==> src/rtl/cpu_ctrl_seq.sv <==
// Fetch/decode/execute control sequencer for the 8-bit CPU: drives ALU select and datapath strobes.
// Define CTRL_ILLEGAL_TRAP_EN to add the `illegal` output and trap undefined opcodes into HALT.
module cpu_ctrl_seq #(
    parameter logic [7:0] HALT_OP = 8'hFF,
    parameter int         ALUS_W  = 4
) (
    input  logic              clk,
    input  logic              rst,
    input  logic [7:0]        ir,
    input  logic              z,
    input  logic              mem_rdy,
    output logic [ALUS_W-1:0] alus,
    output logic              ac_ld,
    output logic              z_ld,
    output logic              r_ld,
    output logic              ir_ld,
    output logic              dr_ld,
    output logic              ar_ld,
    output logic              ar_sel,
    output logic              pc_inc,
    output logic              pc_ld,
    output logic              mem_rd,
    output logic              mem_wr,
    output logic              instr_done,
    output logic              halted
`ifdef CTRL_ILLEGAL_TRAP_EN
    ,
    output logic              illegal
`endif
);

    localparam logic [7:0] OP_NOP  = 8'h00;
    localparam logic [7:0] OP_LDAC = 8'h01;
    localparam logic [7:0] OP_STAC = 8'h02;
    localparam logic [7:0] OP_MVAC = 8'h03;
    localparam logic [7:0] OP_MOVR = 8'h04;
    localparam logic [7:0] OP_JUMP = 8'h05;
    localparam logic [7:0] OP_JMPZ = 8'h06;
    localparam logic [7:0] OP_JPNZ = 8'h07;
    localparam logic [7:0] OP_ADD  = 8'h08;
    localparam logic [7:0] OP_SUB  = 8'h09;
    localparam logic [7:0] OP_INAC = 8'h0A;
    localparam logic [7:0] OP_CLAC = 8'h0B;
    localparam logic [7:0] OP_AND  = 8'h0C;
    localparam logic [7:0] OP_OR   = 8'h0D;
    localparam logic [7:0] OP_XOR  = 8'h0E;
    localparam logic [7:0] OP_NOT  = 8'h0F;

    localparam logic [ALUS_W-1:0] ALU_CLR      = ALUS_W'(0);
    localparam logic [ALUS_W-1:0] ALU_ADD      = ALUS_W'(1);
    localparam logic [ALUS_W-1:0] ALU_SUB      = ALUS_W'(2);
    localparam logic [ALUS_W-1:0] ALU_INC      = ALUS_W'(3);
    localparam logic [ALUS_W-1:0] ALU_PASS_R   = ALUS_W'(4);
    localparam logic [ALUS_W-1:0] ALU_AND      = ALUS_W'(5);
    localparam logic [ALUS_W-1:0] ALU_OR       = ALUS_W'(6);
    localparam logic [ALUS_W-1:0] ALU_NOT      = ALUS_W'(7);
    localparam logic [ALUS_W-1:0] ALU_XOR      = ALUS_W'(8);
    localparam logic [ALUS_W-1:0] ALU_PASS_MEM = ALUS_W'(9);

    typedef enum logic [3:0] {
        S_IDLE,
        S_F1,
        S_F2,
        S_F3,
        S_EX1,
        S_EX2,
        S_EX3,
        S_EX4,
        S_HALT
    } state_t;

    state_t state_q, state_d;

`ifdef CTRL_ILLEGAL_TRAP_EN
    logic illegal_q, illegal_d;
`endif

    function automatic logic [ALUS_W-1:0] aluSelect(input logic [7:0] op);
        logic [ALUS_W-1:0] sel;
        sel = ALU_CLR;
        case (op)
            OP_ADD:  sel = ALU_ADD;
            OP_SUB:  sel = ALU_SUB;
            OP_INAC: sel = ALU_INC;
            OP_CLAC: sel = ALU_CLR;
            OP_AND:  sel = ALU_AND;
            OP_OR:   sel = ALU_OR;
            OP_XOR:  sel = ALU_XOR;
            OP_NOT:  sel = ALU_NOT;
            OP_MOVR: sel = ALU_PASS_R;
            default: sel = ALU_CLR;
        endcase
        return sel;
    endfunction

    logic isHalt, isAlu, isMvac, isNop, isLdac, isStac, isJump, isJmpz, isJpnz;
    logic isMemOp, isBranch, branchTaken, isIllegal;

    // IR is only reloaded in F3, so decoding it live stays stable through EX1..EX4.
    always_comb begin
        isHalt      = (ir == HALT_OP);
        isAlu       = !isHalt && ((ir == OP_MOVR) || ((ir >= OP_ADD) && (ir <= OP_NOT)));
        isMvac      = !isHalt && (ir == OP_MVAC);
        isNop       = !isHalt && (ir == OP_NOP);
        isLdac      = !isHalt && (ir == OP_LDAC);
        isStac      = !isHalt && (ir == OP_STAC);
        isJump      = !isHalt && (ir == OP_JUMP);
        isJmpz      = !isHalt && (ir == OP_JMPZ);
        isJpnz      = !isHalt && (ir == OP_JPNZ);
        isMemOp     = isLdac || isStac;
        isBranch    = isJump || isJmpz || isJpnz;
        branchTaken = isJump || (isJmpz && z) || (isJpnz && !z);
        isIllegal   = !isHalt && (ir > OP_NOT);
    end

    always_comb begin
        state_d    = state_q;
`ifdef CTRL_ILLEGAL_TRAP_EN
        illegal_d  = illegal_q;
`endif
        alus       = ALU_CLR;
        ac_ld      = 1'b0;
        z_ld       = 1'b0;
        r_ld       = 1'b0;
        ir_ld      = 1'b0;
        dr_ld      = 1'b0;
        ar_ld      = 1'b0;
        ar_sel     = 1'b0;
        pc_inc     = 1'b0;
        pc_ld      = 1'b0;
        mem_rd     = 1'b0;
        mem_wr     = 1'b0;
        instr_done = 1'b0;
        halted     = 1'b0;

        case (state_q)
            S_IDLE: begin
                state_d = S_F1;
            end

            S_F1: begin
                ar_ld   = 1'b1;
                state_d = S_F2;
            end

            S_F2: begin
                mem_rd = 1'b1;
                if (mem_rdy) begin
                    dr_ld   = 1'b1;
                    pc_inc  = 1'b1;
                    state_d = S_F3;
                end
            end

            S_F3: begin
                ir_ld   = 1'b1;
                state_d = S_EX1;
            end

            S_EX1: begin
                if (isHalt) begin
                    state_d = S_HALT;
                end else if (isAlu) begin
                    alus       = aluSelect(ir);
                    ac_ld      = 1'b1;
                    z_ld       = 1'b1;
                    instr_done = 1'b1;
                    state_d    = S_F1;
                end else if (isMvac) begin
                    r_ld       = 1'b1;
                    instr_done = 1'b1;
                    state_d    = S_F1;
                end else if (isMemOp || (isBranch && branchTaken)) begin
                    mem_rd = 1'b1;
                    if (mem_rdy) begin
                        dr_ld   = 1'b1;
                        pc_inc  = isMemOp;
                        state_d = S_EX2;
                    end
                end else if (isBranch) begin
                    // Branch not taken: skip over the address operand without reading it.
                    pc_inc     = 1'b1;
                    instr_done = 1'b1;
                    state_d    = S_F1;
                end else if (isNop) begin
                    instr_done = 1'b1;
                    state_d    = S_F1;
                end else begin
`ifdef CTRL_ILLEGAL_TRAP_EN
                    illegal_d  = isIllegal;
                    state_d    = S_HALT;
`else
                    instr_done = isIllegal;
                    state_d    = S_F1;
`endif
                end
            end

            S_EX2: begin
                if (isMemOp) begin
                    ar_ld   = 1'b1;
                    ar_sel  = 1'b1;
                    state_d = S_EX3;
                end else begin
                    pc_ld      = 1'b1;
                    instr_done = 1'b1;
                    state_d    = S_F1;
                end
            end

            S_EX3: begin
                if (isStac) begin
                    mem_wr = 1'b1;
                    if (mem_rdy) begin
                        instr_done = 1'b1;
                        state_d    = S_F1;
                    end
                end else begin
                    mem_rd = 1'b1;
                    if (mem_rdy) begin
                        dr_ld   = 1'b1;
                        state_d = S_EX4;
                    end
                end
            end

            S_EX4: begin
                alus       = ALU_PASS_MEM;
                ac_ld      = 1'b1;
                z_ld       = 1'b1;
                instr_done = 1'b1;
                state_d    = S_F1;
            end

            S_HALT: begin
                halted = 1'b1;
            end

            default: begin
                state_d = S_IDLE;
            end
        endcase
    end

    always_ff @(posedge clk) begin
        if (rst) begin
            state_q <= S_IDLE;
`ifdef CTRL_ILLEGAL_TRAP_EN
            illegal_q <= 1'b0;
`endif
        end else begin
            state_q <= state_d;
`ifdef CTRL_ILLEGAL_TRAP_EN
            illegal_q <= illegal_d;
`endif
        end
    end

`ifdef CTRL_ILLEGAL_TRAP_EN
    assign illegal = illegal_q;
`endif

endmodule

==> config.mk <==
export PLATFORM = sky130hd
export DESIGN_NAME = cpu_ctrl_seq
export DESIGN_NICKNAME = d
export VERILOG_FILES = /design/src/rtl/cpu_ctrl_seq.sv
export SDC_FILE = /design/constraint.sdc
export NUM_CORES = 1
export LEC_CHECK = 0
export CAP_MARGIN = 20
export CORE_UTILIZATION = 35
export DETAILED_ROUTE_END_ITERATION = 6
export PLACE_DENSITY = 0.75
export SYNTH_ARGS = -nofsm -noshare
export SYNTH_HDL_FRONTEND = slang
export SYNTH_SLANG_ARGS = --single-unit
==> constraint.sdc <==
create_clock -name clk -period 3.7 [get_ports clk]
set_input_delay 0.925 -clock clk [delete_from_list [all_inputs] [get_ports clk]]
set_output_delay 0.925 -clock clk [all_outputs]
set_load 0.02 [all_outputs]
Word level (Yosys, flattened, before mapping)
Memory sizes are Yosys's and may differ from the RTL's.
Index checks and enable logic that the tools add are counted.
W data, S select, Z words.
{"block": "totals", "romBits": 64, "out_inout_bits": 17, "memories": 1, "wordCells": 111, "register_bits": 4, "input_bits": 12}
{"block": "classes", "n_eq_ne": 19, "muxes": 59, "bitwise_logic": 1, "n_reduce_logical": 27, "n_lt_le_gt_ge": 3}
{"name": "(no name shown)", "depth": 16, "width": 4, "read_ports": 1, "rd_ports_with_merged_regs": 0, "wr": 0, "line_no": "81", "source": "case (op)"}
{"op": "$mux W4", "n": 12}
{"op": "$mux W1", "n": 38}
{"op": "$eq A8 B3 Y1 const B", "n": 4}
{"op": "$pmux W4 S8", "n": 1}
{"op": "$eq A4 B3 Y1 const B", "n": 4}
{"op": "$eq A8 B2 Y1 const B", "n": 2}
{"op": "$logic_and A1 B1 Y1", "n": 13}
{"op": "$eq A4 B2 Y1 const B", "n": 2}
{"op": "$eq A8 B1 Y1 const B", "n": 1}
{"op": "$eq A8 B8 Y1 const B", "n": 1}
{"op": "$ge A8 B4 Y1 const B", "n": 1}
{"op": "$gt A8 B4 Y1 const B", "n": 1}
{"op": "$le A8 B4 Y1 const B", "n": 1}
{"op": "$logic_not A4 Y1", "n": 2}
{"op": "$logic_not A8 Y1", "n": 1}
{"op": "$pmux W4 S2", "n": 1}
{"op": "$logic_or A1 B1 Y1", "n": 7}
{"op": "$ne A6 B6 Y1 const B", "n": 1}
{"op": "$pmux W1 S2", "n": 3}
{"op": "$pmux W1 S3", "n": 2}
{"op": "$eq A4 B1 Y1 const B", "n": 1}
{"op": "$eq A4 B4 Y1 const B", "n": 1}
{"op": "$ne A2 B2 Y1 const B", "n": 2}
{"op": "$pmux W1 S4", "n": 1}
{"op": "other kinds (5)", "n": 6}

Logic depth before layout (Yosys ltp)
Gate-level depths: netlist (run 1).
{"block": "logic_depth", "depth_word": 13, "ltp_mapped": 7, "mapped_depth_nobuf": 6}

Least setup slack after synthesis (run 1)
Ideal clock, no wire load.
{"block": "synth_timing", "kind": "input to output", "from": "input port ir[6]", "to": "output port instr_done", "stages": 5, "n_path_buf": 1, "t_arrival_ns": 2.810, "required_time_ns": 2.775, "setup_slack_ns": -0.035, "cell_sequence": "or4_4 buf_6 or3_1 nor3_1 a221o_1"}
{"block": "synth_via", "elab_chain_len": 13, "elab_cells_between_ends": 42}
{"element": "start, declared", "line_no": "9", "source": "input logic [7:0] ir,"}
{"element": "branches (longest 12 deep; another with $gt A8 B4 Y1)"}
{"element": "$pmux W1 S4 (*)", "line_no": "136", "source": "case (state_q)"}
{"element": "end, declared", "line_no": "24", "source": "output logic instr_done,"}
Mark *: on every way between the ends.

Worst setup path in the final report (run 1)
{"block": "layout_timing", "from": "input port ir[4]", "to": "output port alus[0]"}
{"block": "layout_via", "elab_chain_len": 7, "elab_cells_between_ends": 13}
{"element": "$ge A8 B4 Y1 or $le A8 B4 Y1 (tied branches)", "line_no": "102", "source": "isAlu = !isHalt && ((ir == OP_MOVR) || ((ir >= OP_ADD) && (ir <= OP_NOT)));"}
{"element": "$logic_and A1 B1 Y1", "line_no": "102"}
{"element": "$logic_or A1 B1 Y1", "line_no": "102"}
{"element": "$logic_and A1 B1 Y1", "line_no": "102"}
{"element": "$mux W4", "line_no": "163", "source": "end else if (isAlu) begin"}
{"element": "$mux W4 (*)", "line_no": "161", "source": "if (isHalt) begin"}
{"element": "$pmux W4 S2 (*)", "line_no": "136"}
{"element": "end, declared", "line_no": "12", "source": "output logic [ALUS_W-1:0] alus,"}
Every way passes the cells marked *; elsewhere a longest branch is shown, timed or not.

==> out/metrics.cfg, run 1 <==
[worst_setup_path]
setup.worst_path.end_class = primary output
critical_path.max_fanout = 4
crit_chain = dlygate4sd2_1 > or4_4 > buf_6 > nor2b_1 > nand2_1 > o21ai_0 > dlygate4sd2_1
crit_type = in2out
critical-path-max-stage-delay_ps = 530
arrival_ps = 2770
r2r_cells = 5
crit_top_cell = dlygate4sd2_1
slowest_stage = or4_4
cp-start-kind = primary input
worstPathRequired_ps = 2770

[finish]
largest_reg_flops = 4
postLayoutCoreUtil_pct = 66.2
n_fill_cell = 154
final_nets = 181
regArea_um2 = 80.1
multi_input_area_um2 = 669
fin_area_um2 = 1310
drive_gt1_share_pct = 35.2
num_antenna_cells = 0
top_register = state_q
reg_top3 = state_q (4)
final_cells = 189
areaGrowthSynthToFinish_pct = 77.5

[timing]
hold_viol = 0
clock.fmax_ghz = 0.271
skew_ps = 1.32
setup_viol = 0
worst_pin_slew_ps = 706
relSlewSlack_pct = 52.2
rsz0062_at_grt = true
setup_tns_ps = 0
post-route-period-util_pct = 99.9
hold_slack_ps = 728
drv_slew = 0
period_minus_slack_ps = 3700

[global_routing]
antenna_found_initial = 0
grt_first_pass_wirelength_um = 3870
grt_max_degree = 15
grt_pass1_vias = 881
gr-total-overflow = 0
track_usage_pct = 23.6

[pwr]
pwr_density_cell_nw_per_um2 = 196
p_leak_nw = 0.641
ir_worst_vdd_uv = 221

[run]
cap_violations = 0

[die]
die_x_um = 48.0
dieArea_um2 = 2300
num_rows = 16
coreArea_um2 = 1980
io_pins = 29
die_y_um = 48.0
start_util_pct = 37.3

[drt]
detail_route.vias_per_cell = 5.65
vias = 1068
ant_nets = 0
drt_iter0_drc = 41
finalWirelength_um = 2710
drt_first_pass_iters = 4
wl_per_cell_um = 14.3
drcViolationCount = 0

[synthesis]
synthesis.area_um2 = 739
synth_fp_nets = 125
synth_edf_count = 0
synthDistinctLibCells = 37
synthFlopType = dfxtp_1
syn_inst = 108
yosysTopAreaCell = dfxtp_1
seq_area_frac_synth_pct = 10.8
avgSynthCellArea_um2 = 6.85
synth-seq-cells = 4
ys_top_cells_by_area = dfxtp_1 (11%), ha_1 (8.5%), nor2_1 (7.6%)
yosysWarnings = 0
synth_top_area_share_pct = 10.8
async_reset_ff_share_pct = 0

[clocking]
cts_sinks = 4
htreeDepth = 1
cts_buffers = 3
cts_tree = built
path_clk_slew_ps = 40
cts_buffer_depth = 2
clockRootBuffer = clkbuf_4
clock_latency_ps = 240

[placement]
place_inst = 184
place.gp.congestion = 0.867
io_buffers = 28
hpwl_um = 1850
post_dp_cell_area_um2 = 1230

[run_status]
status = completed

[worst_hold_path]
holdCritPathClass = reg2reg
hold_depth = 2

-- metrics by stage --
stage	power [W]	setup WS, ps
6_report	0.000257	4.36
5_1_grt	0.000281	-28.0
4_1_cts	0.000248	-36.6
3_5_place_dp	0.000193	-644
3_3_place_gp	0.000191	-606
2_1_floorplan	0.000130	177
-- Yosys cell counts, types with 3 or more instances --
cell type	count
nor2_1	15
clkbuf_1	6
inv_1	6
nand2_1	6
a21oi_1	5
ha_1	5
nand2b_1	5
nand3_1	5
nor3_1	5
dfxtp_1	4
nor4b_1	4
o21ai_0	4
a31oi_1	3
nand4_1	3
nor2b_1	3
-- critical path: cells and delay by family --
family	cells	cell delay [ps]
simple gates	3	850
compound gates	1	220
buf+inv	3	750
-- routing by layer --
metal | wire [um] | global-route usage, % | vias up
met2 | 1310 | 38.1 | 65
met4 | 47 | 2.78 | 0
met5 | 0 | 0 | -
met3 | 200 | 5.66 | 8
met1 | 1150 | 32.6 | 483
li1 | - | - | 512
-- cell type report --
class                   instances  area share (%)
clock buffers                   3            1.72
inverters                       6            1.72
multi-input cells              90            51.0
flip-flops and latches          4            6.10
well taps                      27            2.57
repair buffers                 59            36.9
-- cell usage in the layout (no fill, tap or decap), types with 3 or more instances in the layout --
cell / netlist / final
clkbuf_4: 0 / 3
o21ai_0: 4 / 3
a21oi_1: 5 / 4
nor3_4: 0 / 3
ha_1: 5 / 4
buf_4: 1 / 32
nor4b_1: 4 / 3
a31oi_1: 3 / 3
nand2b_1: 5 / 5
nor2_1: 15 / 15
clkdlybuf4s50_1: 0 / 7
dfxtp_1: 4 / 4
buf_2: 0 / 3
dlygate4sd2_1: 0 / 12
nand3_1: 5 / 4
nand2_1: 6 / 6
buf_6: 1 / 3
inv_1: 6 / 5
nor2b_1: 3 / 3
nand4_1: 3 / 3
-- power by group --
group	switching [W]	total, W	internal, W
clock network	0.0000188	0.0000551	0.0000363
registers	0.0000127	0.0000610	0.0000483
logic	0.0000708	0.000141	0.0000701
total	0.000102	0.000257	0.000155
-- logic make-up after synthesis --
kind of cell,share of synthesized area [%]
AND/OR/NAND/NOR,42.5
AO/OA/AOI/OAI,28.3
buffers and inverters,8.63
adder cells (fa/ha/maj),8.46
flip-flops,10.8
multiplexers,1.35
-- what timing repair did --
action / 4_1_cts / 5_1_grt
endpoints found under the setup margin: 15 / 7
hold buffers: 0 / 0
gates resized for setup: 52 / 13
pin swaps: 5 / 5
buffers inserted: 1 / 1
-- final timing paths --
kind              start    endpoint  slack (ps)
max               ir[4]     alus[0]           4
min          state_q[0]  state_q[0]         730
max reg2reg  state_q[2]  state_q[0]        1680
min reg2reg  state_q[0]  state_q[0]         730
(Power assumes the default switching activity.)
==> run 2, diff against run 1 <==
--- a/config.mk
+++ b/config.mk
@@ -5,9 +5,10 @@
 export SDC_FILE = /design/constraint.sdc
 export NUM_CORES = 1
 export LEC_CHECK = 0
-export CAP_MARGIN = 20
+export ABC_CLOCK_PERIOD_IN_PS = 3700
 export CORE_UTILIZATION = 35
 export DETAILED_ROUTE_END_ITERATION = 6
+export HOLD_SLACK_MARGIN = 0.02
 export PLACE_DENSITY = 0.75
 export SYNTH_ARGS = -nofsm -noshare
 export SYNTH_HDL_FRONTEND = slang
==> results of run 2 <==
Final layout, timing and power as in run 1 (identical DEF).
==> run 3, diff against run 2 <==
--- a/config.mk
+++ b/config.mk
@@ -6,6 +6,7 @@
 export NUM_CORES = 1
 export LEC_CHECK = 0
 export ABC_CLOCK_PERIOD_IN_PS = 3700
+export CORE_MARGIN = 1
 export CORE_UTILIZATION = 35
 export DETAILED_ROUTE_END_ITERATION = 6
 export HOLD_SLACK_MARGIN = 0.02
==> results of run 3 <==
Final layout, timing and power as in run 1 (identical DEF).
